===== config.mk =====
export PLATFORM = sky130hd
export DESIGN_NAME = nn_layer_mac
export DESIGN_NICKNAME = d
export VERILOG_FILES = /design/src/rtl/nn_layer_mac.sv
export SDC_FILE = /design/constraint.sdc
export NUM_CORES = 1
export LEC_CHECK = 0
export CELL_PAD_IN_SITES_DETAIL_PLACEMENT = 0
export CELL_PAD_IN_SITES_GLOBAL_PLACEMENT = 1
export CORE_MARGIN = 2
export CORE_UTILIZATION = 53
export DETAILED_ROUTE_END_ITERATION = 16
export PLACE_DENSITY = 0.95
export SYNTH_ARGS = -nofsm -noshare
export SYNTH_HDL_FRONTEND = slang
export SYNTH_SLANG_ARGS = --single-unit

===== constraint.sdc =====
create_clock -name clk_i -period 17.63 [get_ports clk_i]
set_input_delay 3.526 -clock clk_i [delete_from_list [all_inputs] [get_ports clk_i]]
set_output_delay 3.526 -clock clk_i [all_outputs]
set_load 0.005 [all_outputs]

===== src/rtl/nn_layer_mac.sv =====
// Time-multiplexed fully-connected layer with one shared signed MAC.
// Computes out[o] = sat(sum_i in[i]*w[o][i] >>> FRAC_W), with optional ReLU.
// The weights live in an internal register file that is loaded through a write port.
module nn_layer_mac #(
    parameter int unsigned N_IN   = 4,
    parameter int unsigned N_OUT  = 2,
    parameter int unsigned DATA_W = 16,
    parameter int unsigned FRAC_W = 8,
    localparam int unsigned NW    = N_IN * N_OUT,
    localparam int unsigned AW    = (NW > 1) ? $clog2(NW) : 1,
    localparam int unsigned ACC_W = 2 * DATA_W + $clog2(N_IN) + 1
) (
    input  logic                      clk_i,
    input  logic                      rst_i,
    input  logic                      w_we_i,
    input  logic [AW-1:0]             w_addr_i,
    input  logic [DATA_W-1:0]         w_data_i,
    output logic                      w_ready_o,
    input  logic                      relu_en_i,
    input  logic                      in_valid_i,
    output logic                      in_ready_o,
    input  logic [N_IN*DATA_W-1:0]    in_vec_i,
    output logic                      out_valid_o,
    input  logic                      out_ready_i,
    output logic [N_OUT*DATA_W-1:0]   out_vec_o,
    output logic                      busy_o
);
    localparam int unsigned IW = (N_IN > 1) ? $clog2(N_IN) : 1;
    localparam int unsigned OW = (N_OUT > 1) ? $clog2(N_OUT) : 1;

    localparam logic signed [ACC_W-1:0] SAT_MAX =
        {{(ACC_W - DATA_W + 1){1'b0}}, {(DATA_W - 1){1'b1}}};
    localparam logic signed [ACC_W-1:0] SAT_MIN =
        {{(ACC_W - DATA_W + 1){1'b1}}, {(DATA_W - 1){1'b0}}};

    typedef enum logic [1:0] {StIdle, StMac, StDone} state_e;

    state_e                    state_q, state_d;
    logic [IW-1:0]             i_q, i_d;
    logic [OW-1:0]             o_q, o_d;
    logic [AW-1:0]             k_q, k_d;
    logic signed [ACC_W-1:0]   acc_q, acc_d;
    logic                      relu_q;
    logic signed [DATA_W-1:0]  in_q  [N_IN];
    logic signed [DATA_W-1:0]  w_q   [NW];
    logic signed [DATA_W-1:0]  out_q [N_OUT];
    logic signed [DATA_W-1:0]  out_d [N_OUT];

    logic                      accept;
    logic                      i_last, o_last;
    logic signed [2*DATA_W-1:0] prod;
    logic signed [ACC_W-1:0]   sum;
    logic signed [ACC_W-1:0]   shifted;
    logic signed [DATA_W-1:0]  res;

    assign in_ready_o  = (state_q == StIdle);
    assign w_ready_o   = (state_q == StIdle);
    assign out_valid_o = (state_q == StDone);
    assign busy_o      = (state_q != StIdle);
    assign accept      = in_valid_i && in_ready_o;
    assign i_last      = (i_q == IW'(N_IN - 1));
    assign o_last      = (o_q == OW'(N_OUT - 1));

    // Datapath: one product per cycle, then round-down, saturation and ReLU on the last term.
    always_comb begin
        prod    = in_q[i_q] * w_q[k_q];
        sum     = (i_q == '0) ? ACC_W'(prod) : acc_q + ACC_W'(prod);
        shifted = sum >>> FRAC_W;
        if (shifted > SAT_MAX) begin
            res = SAT_MAX[DATA_W-1:0];
        end else if (shifted < SAT_MIN) begin
            res = SAT_MIN[DATA_W-1:0];
        end else begin
            res = shifted[DATA_W-1:0];
        end
        if (relu_q && res[DATA_W-1]) begin
            res = '0;
        end
    end

    // Next-state logic for the FSM, the counters, the accumulator and the result registers.
    always_comb begin
        state_d = state_q;
        i_d     = i_q;
        o_d     = o_q;
        k_d     = k_q;
        acc_d   = acc_q;
        out_d   = out_q;
        unique case (state_q)
            StIdle: begin
                if (accept) begin
                    state_d = StMac;
                    i_d     = '0;
                    o_d     = '0;
                    k_d     = '0;
                end
            end
            StMac: begin
                acc_d = sum;
                k_d   = k_q + AW'(1);
                if (i_last) begin
                    out_d[o_q] = res;
                    i_d        = '0;
                    if (o_last) begin
                        o_d     = '0;
                        state_d = StDone;
                    end else begin
                        o_d = o_q + OW'(1);
                    end
                end else begin
                    i_d = i_q + IW'(1);
                end
            end
            StDone: begin
                if (out_ready_i) begin
                    state_d = StIdle;
                end
            end
            default: state_d = StIdle;
        endcase
    end

    // State, counter, accumulator and result registers; inputs and relu_en are captured on accept.
    always_ff @(posedge clk_i or posedge rst_i) begin
        if (rst_i) begin
            state_q <= StIdle;
            i_q     <= '0;
            o_q     <= '0;
            k_q     <= '0;
            acc_q   <= '0;
            relu_q  <= 1'b0;
            for (int n = 0; n < N_IN; n++) in_q[n] <= '0;
            for (int n = 0; n < N_OUT; n++) out_q[n] <= '0;
        end else begin
            state_q <= state_d;
            i_q     <= i_d;
            o_q     <= o_d;
            k_q     <= k_d;
            acc_q   <= acc_d;
            out_q   <= out_d;
            if (accept) begin
                relu_q <= relu_en_i;
                for (int n = 0; n < N_IN; n++) in_q[n] <= in_vec_i[n*DATA_W +: DATA_W];
            end
        end
    end

    // Weight register file; writes are accepted only in idle, and out-of-range addresses are dropped.
    always_ff @(posedge clk_i or posedge rst_i) begin
        if (rst_i) begin
            for (int n = 0; n < NW; n++) w_q[n] <= '0;
        end else if (w_we_i && w_ready_o && (32'(w_addr_i) < NW)) begin
            w_q[w_addr_i] <= w_data_i;
        end
    end

    // Flatten the result registers onto the output bus.
    always_comb begin
        out_vec_o = '0;
        for (int n = 0; n < N_OUT; n++) out_vec_o[n*DATA_W +: DATA_W] = out_q[n];
    end
endmodule

# == Yosys cells after proc, flatten, opt, wreduce, memory -nomap -nowiden ==
# Index checks and enable logic that the tools add are counted.
# totals
in_bits,89
register_bits,268
output_inout_bits,36
# op_classes
n_mux,30
n_lt_le_gt_ge,8
reduce_logical,13
eq_ne,7
mul,1
add_sub_neg,4
n_bitwise,4
# op_table
op,n
16-bit 2-to-1 mux,9
128-bit bitwise mux,1
16-bit binary-select mux with 3-bit select,1
16-bit demux with 3-bit select,1
35-bit by 32-bit adder with 35-bit output,1
35-bit 2-to-1 mux,1
16-bit binary-select mux with 2-bit select,1
32-bit bitwise mux,1
16-bit by 16-bit multiplier with 32-bit output,1
"27-bit by 16-bit greater-than comparator with 1-bit output, second input constant",1
"27-bit by 16-bit less-than comparator with 1-bit output, second input constant",1
16-bit demux with 1-bit select,1
2-bit 2-to-1 mux,6
"4-bit >= comparator, second input constant",2
3-bit inverter with 4-bit output,2
2-bit case mux with 3 select lines,1
3-bit case mux with 2 select lines,1
1-bit logical AND,5
"2-bit == test, second input constant",2
2-bit zero test,2
"4-bit by 1-bit less-than comparator with 1-bit output, second input constant",1
"2-bit by 1-bit inequality test with 1-bit output, second input constant",2
"2-bit inequality test, second input constant",2
2-bit case mux with 2 select lines,1
16 further kinds,20

# == Depth between registers and ports, before layout ==
# depth
word_depth,13
ltp_mapped,41
depth_no_buf,36

# == Worst setup path after synthesis ==
# OpenSTA, ideal clock, no wires.
# synth_timing
kind,reg-to-reg
from,reg k_q[0]
to,reg out_q (netlist bit out_vec_o[24])
t_arrival_ns,10.220
path_buffers,6
path_stages_with_launch,38
slack_ns,7.289
path_cell_list,dfrtp_1 -> clkbuf_1 -> buf_2 -> buf_1 -> mux4_2 -> mux2_2 -> clkbuf_1 -> nand2_1 -> fa_1 -> fa_1 -> fa_1 -> inv_1 -> fa_1 -> fa_1 -> inv_1 -> fa_1 -> inv_1 -> ha_1 -> (+2 left out) -> a31oi_2 -> a21oi_2 -> o21ai_1 -> xor2_1 -> ha_1 -> clkbuf_1 -> a21oi_1 -> o21bai_1 -> a21oi_1 -> o21ai_0 -> a21oi_1 -> xnor2_1 -> or3b_1 -> o31a_1 -> o41ai_4 -> buf_6 -> nand2_1 -> a22o_1
# synth_between
elab_chain_len,13
elab_cells_between_ends,14
cone_classes,add/sub: 1; mul: 1; order compare: 2; mux: 8; bitwise: 1; reduce/logical: 1
# synth_rtl
element,line,rtl
start: declaration,41,"logic [AW-1:0] k_q, k_d;"
start signal: assignment,138,k_q <= k_d;
3-bit inverter with 4-bit output (implied by the code) (*),66,prod = in_q[i_q] * w_q[k_q];
16-bit binary-select mux with 3-bit select (*),66,
16-bit 2-to-1 mux (implied by the code) (*) (2 in a row),66,
16-bit by 16-bit multiplier with 32-bit output (*),66,
35-bit by 32-bit adder with 35-bit output,67,sum = (i_q == '0) ? ACC_W'(prod) : acc_q + ACC_W'(prod);
35-bit 2-to-1 mux (*),67,
27-bit by 16-bit less-than comparator with 1-bit output,71,end else if (shifted < SAT_MIN) begin
16-bit 2-to-1 mux,71,
16-bit 2-to-1 mux (*),69,if (shifted > SAT_MAX) begin
1-bit logical AND,76,if (relu_q && res[DATA_W-1]) begin
16-bit 2-to-1 mux (*),76,
32-bit bitwise mux (*),102,out_d[o_q] = res;
end signal: assignment,140,out_q <= out_d;
end: declaration,46,logic signed [DATA_W-1:0] out_q [N_OUT];
# Every way passes the cells marked *; elsewhere a longest branch is shown, timed or not. The select of a mux whose other input is x is not followed.
# A chain may end at the register's enable or synchronous reset.

# == Final worst setup path ==
# layout_timing
from,reg k_q[0]
to,reg out_q (netlist bit out_vec_o[18])
# The elaborated chain is that of the path after synthesis.

==> impl_metrics.prom <==
# TYPE chip_impl_metric gauge
chip_impl_metric{name="synth_simple_gate_area_share",unit="%"} 14.1
chip_impl_info{name="critPathKind",value="reg -> reg"} 1
chip_impl_metric{name="grt_use_total",unit="%"} 26.6
chip_impl_metric{name="slew-limit-headroom",unit="%"} 28.6
chip_impl_info{name="status",value="complete, no violations"} 1
chip_impl_metric{name="pin_count_of_the_biggest_net_entering_global_routing",unit=""} 138
chip_impl_metric{name="postRouteWirelength",unit="mm"} 60.7
chip_impl_metric{name="net_count_after_synthesis",unit=""} 2941
chip_impl_metric{name="vias_per_cell",unit=""} 5.64
chip_impl_metric{name="chipHeight",unit="um"} 217
chip_impl_metric{name="drtAntennaViolNets",unit=""} 0
chip_impl_metric{name="yosys.cell_types.count",unit=""} 70
chip_impl_metric{name="worst_clock_skew",unit="ns"} 0.0213
chip_impl_metric{name="synth-edff-count",unit=""} 0
chip_impl_metric{name="core",unit="mm2"} 0.0452
chip_impl_metric{name="final_max_slew_viol_count",unit=""} 0
chip_impl_metric{name="nets",unit=""} 2999
chip_impl_info{name="critical_path.slowest_cell",value="o41ai_1"} 1
chip_impl_metric{name="synth_compound_area_share",unit="%"} 8.89
chip_impl_metric{name="post_synth_mux_area_share",unit="%"} 11.6
chip_impl_metric{name="clock_latency",unit="ns"} 0.57
chip_impl_info{name="hp-class",value="reg -> reg"} 1
chip_impl_metric{name="cts-buffers-inserted",unit=""} 29
chip_impl_metric{name="synth-async-reset-ratio",unit="%"} 100
chip_impl_info{name="path_common_cell",value="fa_1"} 1
chip_impl_metric{name="ys_seq_area_share",unit="%"} 27.8
chip_impl_metric{name="grt_pass1_wl",unit="mm"} 99.8
chip_impl_metric{name="area_enclosed_by_the_die_boundary",unit="mm2"} 0.0473
chip_impl_info{name="critPathTopFamily",value="adder cells"} 1
chip_impl_metric{name="post-cts-setup-buffer-count",unit=""} 0
chip_impl_metric{name="worstMarginPinSlew",unit="ns"} 1.07
chip_impl_metric{name="cp_num_buf_inv",unit=""} 5
chip_impl_info{name="grt_setup_unrepaired",value="false"} 1
chip_impl_metric{name="dieWidth",unit="um"} 217
chip_impl_metric{name="max_cap_violations",unit=""} 0
chip_impl_metric{name="yosys_warnings",unit=""} 0
chip_impl_metric{name="overflow",unit=""} 0
chip_impl_metric{name="insertedDiodeCount",unit=""} 0
chip_impl_metric{name="postSynthAreaPerCell",unit="um2"} 9.78
chip_impl_metric{name="finalCoreUtilization",unit="%"} 59.5
chip_impl_metric{name="dr_total_vias",unit=""} 17763
chip_impl_metric{name="synth_adder_area_share",unit="%"} 28.0
chip_impl_metric{name="cts-resized-gates",unit=""} 0
chip_impl_metric{name="critPathMaxStageDelay",unit="ns"} 0.67
chip_impl_metric{name="final_worst_path_period_share",unit="%"} 64.9
chip_impl_metric{name="critical_path.max_fanout",unit=""} 23
chip_impl_metric{name="setup_violations",unit=""} 0
chip_impl_metric{name="row_count",unit=""} 78
chip_impl_metric{name="timing.critical_path.required",unit="ns"} 18.14
chip_impl_metric{name="synth_xor_xnor_area_share",unit="%"} 2.39
chip_impl_metric{name="post-route-min-period",unit="ns"} 11.44
chip_impl_metric{name="post-route-drc-count",unit=""} 0
chip_impl_metric{name="fill_cells",unit=""} 3683
chip_impl_metric{name="layoutNonFillerInstCount",unit=""} 3150
chip_impl_metric{name="grt_antenna_before_repair",unit=""} 1
chip_impl_info{name="yosys_most_used_dff",value="dfrtp_1"} 1
chip_impl_metric{name="cts-hold-fix-buffers",unit=""} 0
chip_impl_metric{name="postSynthRegisterBits",unit=""} 268
chip_impl_metric{name="boundaryPins",unit=""} 125
chip_impl_metric{name="clock_tree.buffer_depth",unit=""} 3
chip_impl_metric{name="flow.area_growth_from_synthesis",unit="%"} 11.4
chip_impl_metric{name="setup_total_negative_slack",unit="ns"} 0
chip_impl_metric{name="detail_route.iter0.violations",unit=""} 1221
chip_impl_metric{name="h_tree_depth_reported_by_cts",unit=""} 1
chip_impl_metric{name="drt_pre_antenna_iters",unit=""} 5
chip_impl_metric{name="clkTransAtPathRegs",unit="ns"} 0.06
chip_impl_metric{name="clock.fmax",unit="MHz"} 87.4
chip_impl_metric{name="post_route_cells_drive_above_1_share",unit="%"} 11.5
chip_impl_metric{name="place.port_buffers",unit=""} 124
chip_impl_metric{name="ff2ff_setup_slack",unit="ns"} 6.19
chip_impl_info{name="synth_top_family_by_area",value="adder cells"} 1
chip_impl_metric{name="finalHoldViolCount",unit=""} 0
chip_impl_metric{name="initial_core_util",unit="%"} 53.4
chip_impl_info{name="worstSetupEndpointType",value="register"} 1
chip_impl_info{name="tritoncts_clock_tree",value="yes"} 1
chip_impl_metric{name="wl_per_cell",unit="um"} 19.3
chip_impl_metric{name="placedCellCount",unit=""} 3097
chip_impl_metric{name="syn-cell-area",unit="mm2"} 0.0242
chip_impl_metric{name="detailedPlacementHpwl",unit="mm"} 45.6
chip_impl_metric{name="number_of_clock_sinks",unit=""} 268
chip_impl_metric{name="critical_path_arrival",unit="ns"} 11.94
chip_impl_info{name="clock-root-buffer",value="clkbuf_16"} 1
chip_impl_metric{name="vias_in_the_first_global_route",unit=""} 18809
chip_impl_info{name="startpoint_type_of_the_worst_setup_path",value="register"} 1
chip_impl_metric{name="gpl.final_weighted_congestion",unit=""} 0.927
chip_impl_metric{name="syn-instance-count",unit=""} 2470
==> registers in the layout (all words and copies together), names as in the netlist <==
name	flops
acc_q	35
i_q	2
in_q	64
k_q	3
o_last	1
out_vec_o	32
relu_q	1
state_q	2
w_q	128
==> layout by cell type (no fill, tap or decap), types with 28 or more instances in the layout <==
| cell type | instances |
|---|---|
| inv_1 | 336 |
| mux2_2 | 145 |
| and2_1 | 28 |
| a21oi_1 | 79 |
| ha_1 | 118 |
| nor2b_1 | 73 |
| nor2_1 | 99 |
| xnor2_1 | 42 |
| clkdlybuf4s50_1 | 124 |
| fa_1 | 263 |
| dfrtp_1 | 267 |
| nand2_1 | 442 |
| clkbuf_16 | 29 |
| mux4_2 | 43 |
| nand2b_1 | 29 |
| o21ai_0 | 85 |
==> worst paths after layout <==
check	endpoint	cells past startpoint	startpoint
max	out_vec_o[18]	33	k_q[0]
max in group asynchronous	in_q[1]	3	rst_i
min reg2reg	in_q[21]	2	in_q[21]
min in group asynchronous	w_q[94]	2	rst_i
max reg2reg	out_vec_o[18]	33	k_q[0]
min	in_q[21]	2	in_q[21]
==> Yosys cell counts (43+ instances only) <==
cell / n / area, um2
mux2_2: 145 / 1630
ha_1: 119 / 1490
inv_1: 337 / 1260
clkbuf_1: 97 / 364
mux4_2: 43 / 968
nor2b_1: 73 / 457
fa_1: 263 / 5270
nand2_1: 443 / 1660
dfrtp_1: 268 / 6710
o21ai_0: 87 / 435
nor2_1: 99 / 372
a21oi_1: 79 / 395
==> cells by family after synthesis <==
logic type | Yosys count
muxes | 209
AOI/OAI and AO/OA | 324
xor gates and xnor gates | 66
DFF | 268
buffers and inverters | 456
and+or+nand+nor | 765
adders and majority gates | 382
==> worst register-to-register path: cells and delay by family (launching register included) <==
family | cells | cell delay, ns
mux | 3 | 1.35
xor+xnor | 1 | 0.37
buf+inv | 5 | 0.73
flops | 1 | 0.65
simple gates | 7 | 1.65
fa+ha+maj | 8 | 3.82
compound gates | 9 | 2.83
==> final cells by class <==
| type | instances | area, um2 | area share (%) |
|---|---|---|---|
| clock inverters | 16 | 233 | 0.865 |
| well taps | 600 | 751 | 2.79 |
| flip-flops and latches | 268 | 6710 | 24.9 |
| clock buffers | 37 | 816 | 3.03 |
| multi-input cells | 1746 | 15700 | 58.4 |
| inverters | 337 | 1270 | 4.73 |
| repair buffers | 146 | 1410 | 5.23 |
==> metrics by stage <==
step / cell area, um2 / worst slack [ns] / hold WS [ns]
2_1_floorplan: 24200 / 6.72 / 0.440
3_3_place_gp: 25800 / 6.40 / 0.455
3_5_place_dp: 25800 / 6.33 / 0.460
4_1_cts: 26900 / 6.19 / 0.477
5_1_grt: 26900 / 5.59 / 0.499
6_report: 26900 / 6.19 / 0.474
==> per-layer routing <==
layer / routed length (um) / share of wire (%) / track usage (%)
met1: 25600 / 42 / 36.4
met2: 29200 / 48 / 43.3
met3: 4000 / 6.6 / 4.67
met4: 1950 / 3.2 / 8.88
met5: 0 / 0 / 0
Power is not shown: default switching activity piles up to over one toggle a cycle in this logic, so the estimate is an artifact.
